<file path="config.mk">
export PLATFORM = sky130hd
export DESIGN_NAME = vga_scanout
export DESIGN_NICKNAME = d
export VERILOG_FILES = /design/src/rtl/vga_scanout.sv
export SDC_FILE = /design/constraint.sdc
export NUM_CORES = 1
export LEC_CHECK = 0
export ABC_AREA = 0
export CORE_MARGIN = 2
export CORE_UTILIZATION = 49
export CTS_CLUSTER_DIAMETER = 40
export DETAILED_ROUTE_END_ITERATION = 12
export PLACE_DENSITY = 0.89
export SYNTH_ARGS = -nofsm -noshare
export SYNTH_HDL_FRONTEND = slang
export SYNTH_SLANG_ARGS = --single-unit
</file>
<file path="constraint.sdc">
create_clock -name vga_clk -period 2.4 [get_ports vga_clk]
set_input_delay 0.6 -clock vga_clk [delete_from_list [all_inputs] [get_ports vga_clk]]
set_output_delay 0.6 -clock vga_clk [all_outputs]
set_load 0.05 [all_outputs]
</file>
<file path="src/rtl/vga_scanout.sv">
// 640x480@60 VGA scan-out for the NES framebuffer: 2x2 upscale centred with side borders.
// Optional SCANLINE_EN macro halves colour intensity on odd VGA lines inside the picture.
module vga_scanout #(
    parameter int           H_ACTIVE   = 640,
    parameter int           H_FP       = 16,
    parameter int           H_SYNC     = 96,
    parameter int           H_BP       = 48,
    parameter int           V_ACTIVE   = 480,
    parameter int           V_FP       = 10,
    parameter int           V_SYNC     = 2,
    parameter int           V_BP       = 33,
    parameter int           X_OFFSET   = 64,
    parameter int           FB_LAT     = 1,
    parameter logic [8:0]   BORDER_RGB = 9'o000
) (
    input  logic       vga_clk,
    input  logic       vga_rst,
    input  logic [8:0] rgb,
    output logic [7:0] pix_ptr_x,
    output logic [7:0] pix_ptr_y,
    output logic       fb_cs,
    output logic [2:0] vga_r,
    output logic [2:0] vga_g,
    output logic [2:0] vga_b,
    output logic       vga_hs,
    output logic       vga_vs,
    output logic       vga_de,
    output logic       vblank,
    output logic       frame_tick
);

    localparam int H_TOTAL = H_ACTIVE + H_FP + H_SYNC + H_BP;
    localparam int V_TOTAL = V_ACTIVE + V_FP + V_SYNC + V_BP;
    localparam logic [9:0] H_LAST   = 10'(H_TOTAL - 1);
    localparam logic [9:0] V_LAST   = 10'(V_TOTAL - 1);
    localparam logic [9:0] HS_START = 10'(H_ACTIVE + H_FP);
    localparam logic [9:0] HS_END   = 10'(H_ACTIVE + H_FP + H_SYNC);
    localparam logic [9:0] VS_START = 10'(V_ACTIVE + V_FP);
    localparam logic [9:0] VS_END   = 10'(V_ACTIVE + V_FP + V_SYNC);
    localparam logic [9:0] PIC_LO   = 10'(X_OFFSET);
    localparam logic [9:0] PIC_HI   = 10'(X_OFFSET + 512);
    localparam logic [9:0] V_VIS    = 10'(V_ACTIVE);

    // Flag bits carried alongside the framebuffer read: [0]=hs_n [1]=vs_n [2]=de [3]=sel [4]=dim
`ifdef SCANLINE_EN
    localparam int FW = 5;
`else
    localparam int FW = 4;
`endif
    localparam logic [FW-1:0] FLAGS_RST = FW'(3);

    logic [9:0]    hCnt_q, hCnt_d;
    logic [9:0]    vCnt_q, vCnt_d;
    logic          inPic;
    logic          visible;
    logic [FW-1:0] flags0;
    logic [FW-1:0] flagsAl;
    logic [8:0]    colour_d, colour_q;
    logic          hs_q, vs_q, de_q;
    logic          vblank_q, frameTick_q;

    always_comb begin
        hCnt_d = hCnt_q + 10'd1;
        vCnt_d = vCnt_q;
        if (hCnt_q == H_LAST) begin
            hCnt_d = '0;
            vCnt_d = (vCnt_q == V_LAST) ? '0 : vCnt_q + 10'd1;
        end
    end

    always_ff @(posedge vga_clk) begin
        if (vga_rst) begin
            hCnt_q <= '0;
            vCnt_q <= '0;
        end else begin
            hCnt_q <= hCnt_d;
            vCnt_q <= vCnt_d;
        end
    end

    assign inPic   = (hCnt_q >= PIC_LO) && (hCnt_q < PIC_HI) && (vCnt_q < V_VIS);
    assign visible = (hCnt_q < 10'(H_ACTIVE)) && (vCnt_q < V_VIS);

    assign pix_ptr_x = inPic ? 8'((hCnt_q - PIC_LO) >> 1) : 8'd0;
    assign pix_ptr_y = inPic ? 8'(vCnt_q >> 1) : 8'd0;
    assign fb_cs     = inPic;

    always_comb begin
        flags0    = '0;
        flags0[0] = !((hCnt_q >= HS_START) && (hCnt_q < HS_END));
        flags0[1] = !((vCnt_q >= VS_START) && (vCnt_q < VS_END));
        flags0[2] = visible;
        flags0[3] = inPic;
`ifdef SCANLINE_EN
        flags0[4] = inPic && vCnt_q[0];
`endif
    end

    // Delay the stage-0 flags by the framebuffer latency so they line up with rgb
    generate
        if (FB_LAT == 0) begin : g_noDelay
            assign flagsAl = flags0;
        end else begin : g_delay
            logic [FW-1:0] pipe_q [FB_LAT];
            always_ff @(posedge vga_clk) begin
                if (vga_rst) begin
                    for (int i = 0; i < FB_LAT; i++) pipe_q[i] <= FLAGS_RST;
                end else begin
                    pipe_q[0] <= flags0;
                    for (int i = 1; i < FB_LAT; i++) pipe_q[i] <= pipe_q[i-1];
                end
            end
            assign flagsAl = pipe_q[FB_LAT-1];
        end
    endgenerate

    always_comb begin
        colour_d = '0;
        if (flagsAl[3]) begin
            colour_d = rgb;
        end else if (flagsAl[2]) begin
            colour_d = BORDER_RGB;
        end
`ifdef SCANLINE_EN
        if (flagsAl[3] && flagsAl[4]) begin
            colour_d = {1'b0, rgb[8:7], 1'b0, rgb[5:4], 1'b0, rgb[2:1]};
        end
`endif
    end

    always_ff @(posedge vga_clk) begin
        if (vga_rst) begin
            colour_q    <= '0;
            hs_q        <= 1'b1;
            vs_q        <= 1'b1;
            de_q        <= 1'b0;
            vblank_q    <= 1'b0;
            frameTick_q <= 1'b0;
        end else begin
            colour_q    <= colour_d;
            hs_q        <= flagsAl[0];
            vs_q        <= flagsAl[1];
            de_q        <= flagsAl[2];
            vblank_q    <= (vCnt_q >= V_VIS);
            frameTick_q <= (hCnt_q == 10'd0) && (vCnt_q == V_VIS);
        end
    end

    assign vga_r      = colour_q[8:6];
    assign vga_g      = colour_q[5:3];
    assign vga_b      = colour_q[2:0];
    assign vga_hs     = hs_q;
    assign vga_vs     = vs_q;
    assign vga_de     = de_q;
    assign vblank     = vblank_q;
    assign frame_tick = frameTick_q;

endmodule

</file>
==> summary.md <==
| Metric | Value |
|---|---|
| Switching part of the total | 20.9% |
| Startpoint Class | register |
| Clk slew on worst S/H paths | ~0.12 ns |
| Nets@finish | roughly 270 |
| Initial Utilization | a little over half |
| Detailed Route Iter0 Violations | 65 |
| Worst reg2reg setup slack | 0.47 ns |
| Routed WL per cell | about 15 microns |
| Die height | 64.6 microns |
| GRT overflow | 0 |
| Largest net degree at the start of global routing | 14 |
| NetSw | between 0.2 and 0.3 mW |
| DR DRC count | 0 |
| Tmin final | ~2.6 ns |
| Crit share post-route | 110% |
| Hold Path Depth | 1 |
| Area of the multi-input gates | 1020 sq um |
| Post-synthesis area per instance | roughly 9.1 sq um |
| Setup-failing EPs final | 17 |
| Synth cell types | 36 |
| CP peak stage delay | between 0.3 and 0.4 ns |
| Yosys warnings | 0 |
| Final setup margin | -0.231 ns |
| WS Path Type | register to output port |
| Slew Viols, Final | 0 |
| Die ar. | approximately 4200 sq um |
| Routed Antenna Nets | 0 |
| Clock Tree Buf Depth | 2 |
| Worst clock skew | 0.0116 ns |
| Internal power | ~0.99 mW |
| Port buffer count | 41 |
| Area Growth Syn to Fin | 51.5% |
| Crit Reg-Reg Startpoint | hCnt_q[6] |
| Reg power frac | slightly above 50% |
| Worst R2R Path Depth | 7 |
| Crit path max fanout | 6 |
| Post-layout util | 79.7% |
| Crit-path slowest cell | nor4_4 |
| Leak pwr | ~1.0 nW |
| Die width | 64.6 microns |
| Post-Syn Instances | ~200 |
| Slew @ Worst Pin | roughly 0.52 ns |
| Power share of the clock group | ~44% |
| RePlAce Congestion | slightly above 0.9 |
| Post-route cell area | ~2700 sq um |
| I/O Pins | between 40 and 50 |
| First-pass GRT wire length | around 7.4 mm |
| CTS Buf Count | 5 |
| Hold crit path type | register to register |
| Detailed-route wire length | ~4.4 mm |
| Worst IR drop on VDD | between 0.3 and 0.4 mV |
| Crit end category | output port |
| Worst-Skew Late Latency | about 0.35 ns |
| Clock tree from TritonCTS | built |
| Crit path from | hCnt_q[5] |
| HPWL Detailed | roughly 2.9 mm |
| Setup repair after global routing missed its margin | true |
| Antenna cells | 0 |
| DP Area | 2480 sq um |
| Core box area | 3420 sq um |
| Final hold vios | 0 |
| Pwr/cell area | about 460 nW/um^2 |
| Post-synthesis sequential area ratio | roughly 42% |
| Post-Syn Area | 1800 sq um |
| Reg2Reg Capture Point | vCnt_q[5] |
| Register area | approximately 770 sq um |
| Failing checks | setup timing |
| Critical-path cell list | nor4_4 > a311oi_4 > a211oi_4 > buf_6 > nor2b_4 > buf_12 |
| Detailed-router iteration count before antenna repair | 4 |
| Req. time, crit path | 1.80 ns |
| Status | finished, violations left |
| Vias in the first global route | about 1600 |
| CTS Hold Buffers Added | 0 |
| Max Freq | 380 MHz |
| Via density | about 5.4 |
| Hold Startpoint | g_delay.pipe_q[0][0] |
| Total track usage | a little under a quarter |
| Clock sinks | 38 |
| Slew headroom | around 65% |
| CTS Root Cell | clkbuf_4 |
| Layout fillers | ~220 |
| H-tree levels | 2 |
| Vias | ~1600 |
| Crit path arrival time | just over 2 ns |
| Net Count, Synth | ~220 |
| Share of layout cells above drive strength 1 | between 20 and 30% |
| Max-cap viol count | 0 |
| Initial antenna violation count | 0 |
| #FFs+latches synth | 38 |
| Comb pwr share | under 10% |
| Hold path endpoint | vga_hs |
| Row cnt | 21 |
## per-layer routing
| layer | part of all wire [%] | up-vias | track usage (%) | routed length [microns] |
|---|---|---|---|---|
| met1 | 41 | 764 | 28.4 | 1810 |
| met3 | 6.5 | 16 | 6.42 | 288 |
| met5 | 0 | - | 0 | 0 |
| li1 | - | 764 | - | - |
| met2 | 49 | 76 | 38.7 | 2140 |
| met4 | 3.7 | 0 | 12.2 | 164 |
## Yosys cell counts
master / instances / area share (%)
buf_2: 6 / 1.7
a311oi_1: 1 / 0.49
and2_1: 23 / 8.0
nor3_1: 5 / 1.4
nand2_1: 8 / 1.7
ha_1: 10 / 7.0
o21a_1: 2 / 0.84
inv_1: 9 / 1.9
a21boi_0: 1 / 0.42
dfxtp_1: 38 / 42
mux2i_1: 1 / 0.56
nand4b_2: 1 / 0.84
nand2b_1: 2 / 0.70
nand3_1: 9 / 2.5
xor2_1: 3 / 1.5
o21ai_0: 1 / 0.28
or2_2: 4 / 1.4
nor4_2: 1 / 0.70
nand4bb_1: 1 / 0.63
a21oi_1: 1 / 0.28
clkbuf_1: 4 / 0.84
nor2_1: 25 / 5.2
a21o_1: 1 / 0.42
a211oi_2: 1 / 0.70
nor4_1: 7 / 2.4
a211o_1: 1 / 0.49
nor2b_1: 5 / 1.7
clkbuf_2: 1 / 0.28
nand4_2: 1 / 0.70
nor4_4: 1 / 1.2
and4_1: 2 / 0.98
nand4_1: 4 / 1.4
nor4b_1: 1 / 0.49
o2111ai_1: 2 / 0.98
buf_4: 2 / 0.84
xnor2_1: 13 / 6.3
## how the worst max path moves through the flow
stage / cells after the start / slack, ns / to
after floorplan: 7 / -0.03 / pix_ptr_x[3]
after global placement: 6 / 0.17 / pix_ptr_x[6]
after detailed placement: 8 / 0.09 / pix_ptr_x[6]
after CTS: 6 / -0.21 / pix_ptr_x[7]
after global routing: 6 / -0.34 / pix_ptr_x[7]
final: 6 / -0.23 / pix_ptr_x[6]
## layout make-up
type	count	area share, %
inverters	9	1.24
flip-flops and latches	38	28.2
clock buffers	5	1.38
clock inverters	3	2.53
well taps	46	2.11
repair buffers	60	27.0
multi-input cells	138	37.5
## critical path, delay by kind of cell, from the launching register on
family	cells	cell delay, ns
and+or+nand+nor	2	0.54
AOI/OAI and AO/OA	2	0.46
DFF	1	0.35
buffers and inverters	2	0.34
## state kept, by name (all words and copies together), names as in the netlist
signal / cells
vga_de: 1
vblank: 1
vga_vs: 1
colour_q: 9
hCnt_q: 10
vga_hs: 1
frame_tick: 1
g_delay.pipe_q: 4
vCnt_q: 10
## cell usage in the layout, fill, tap and decap left out, types with 2 or more instances in the layout
cell type         n
and2_1           11
and2_2            3
and2_4            9
buf_12           17
buf_4            16
buf_6             3
bufinv_16         2
clkbuf_4          5
clkdlybuf4s50_1  24
dfxtp_1          34
dfxtp_2           3
ha_1              9
inv_1             9
nand2_1           8
nand3_1           9
nand4_1           4
nor2_1           25
nor2b_1           4
nor3_1            5
nor4_1            7
o2111ai_1         2
o21a_1            2
or2_2             3
xnor2_1          13
xor2_1            3
## cells by family after synthesis
logic type	count (synthesis)	synth area share [%]
AND/OR/NAND/NOR	100	32.0
adder cells (fa/ha/maj)	10	6.96
multiplexers	1	0.557
XOR/XNOR	16	7.80
buffers and inverters	22	5.50
AO/OA/AOI/OAI	11	4.87
flip-flops	38	42.3
## power groups by stage
| stage | registers [mW] | clock network, mW | logic, mW |
|---|---|---|---|
| CTS | 0.641 | 0.557 | 0.0571 |
| global placement | 0.656 | 0 | 0.0524 |
| global route | 0.642 | 0.593 | 0.0654 |
| floorplan | 0.657 | 0 | 0.0268 |
| finish | 0.641 | 0.552 | 0.0592 |
| detailed placement | 0.656 | 0 | 0.0538 |
## timing repair
item	in CTS	in global routing
setup endpoints to repair	17	17
buffers inserted	6	0
cloned	1	0
gates resized for setup	30	0
pin swaps	9	0
## metrics by stage
stage	hold WS (ns)	setup TNS, ns	instances	setup WS, ns	power [mW]
2_1_floorplan	0.389	-0.257	198	-0.0285	0.684
3_3_place_gp	0.392	0	284	0.173	0.708
3_5_place_dp	0.398	0	284	0.0872	0.710
4_1_cts	0.429	-2.92	299	-0.209	1.26
5_1_grt	0.440	-5.08	299	-0.343	1.30
6_report	0.425	-3.29	299	-0.231	1.25
Power figures use the tool's default switching activity.
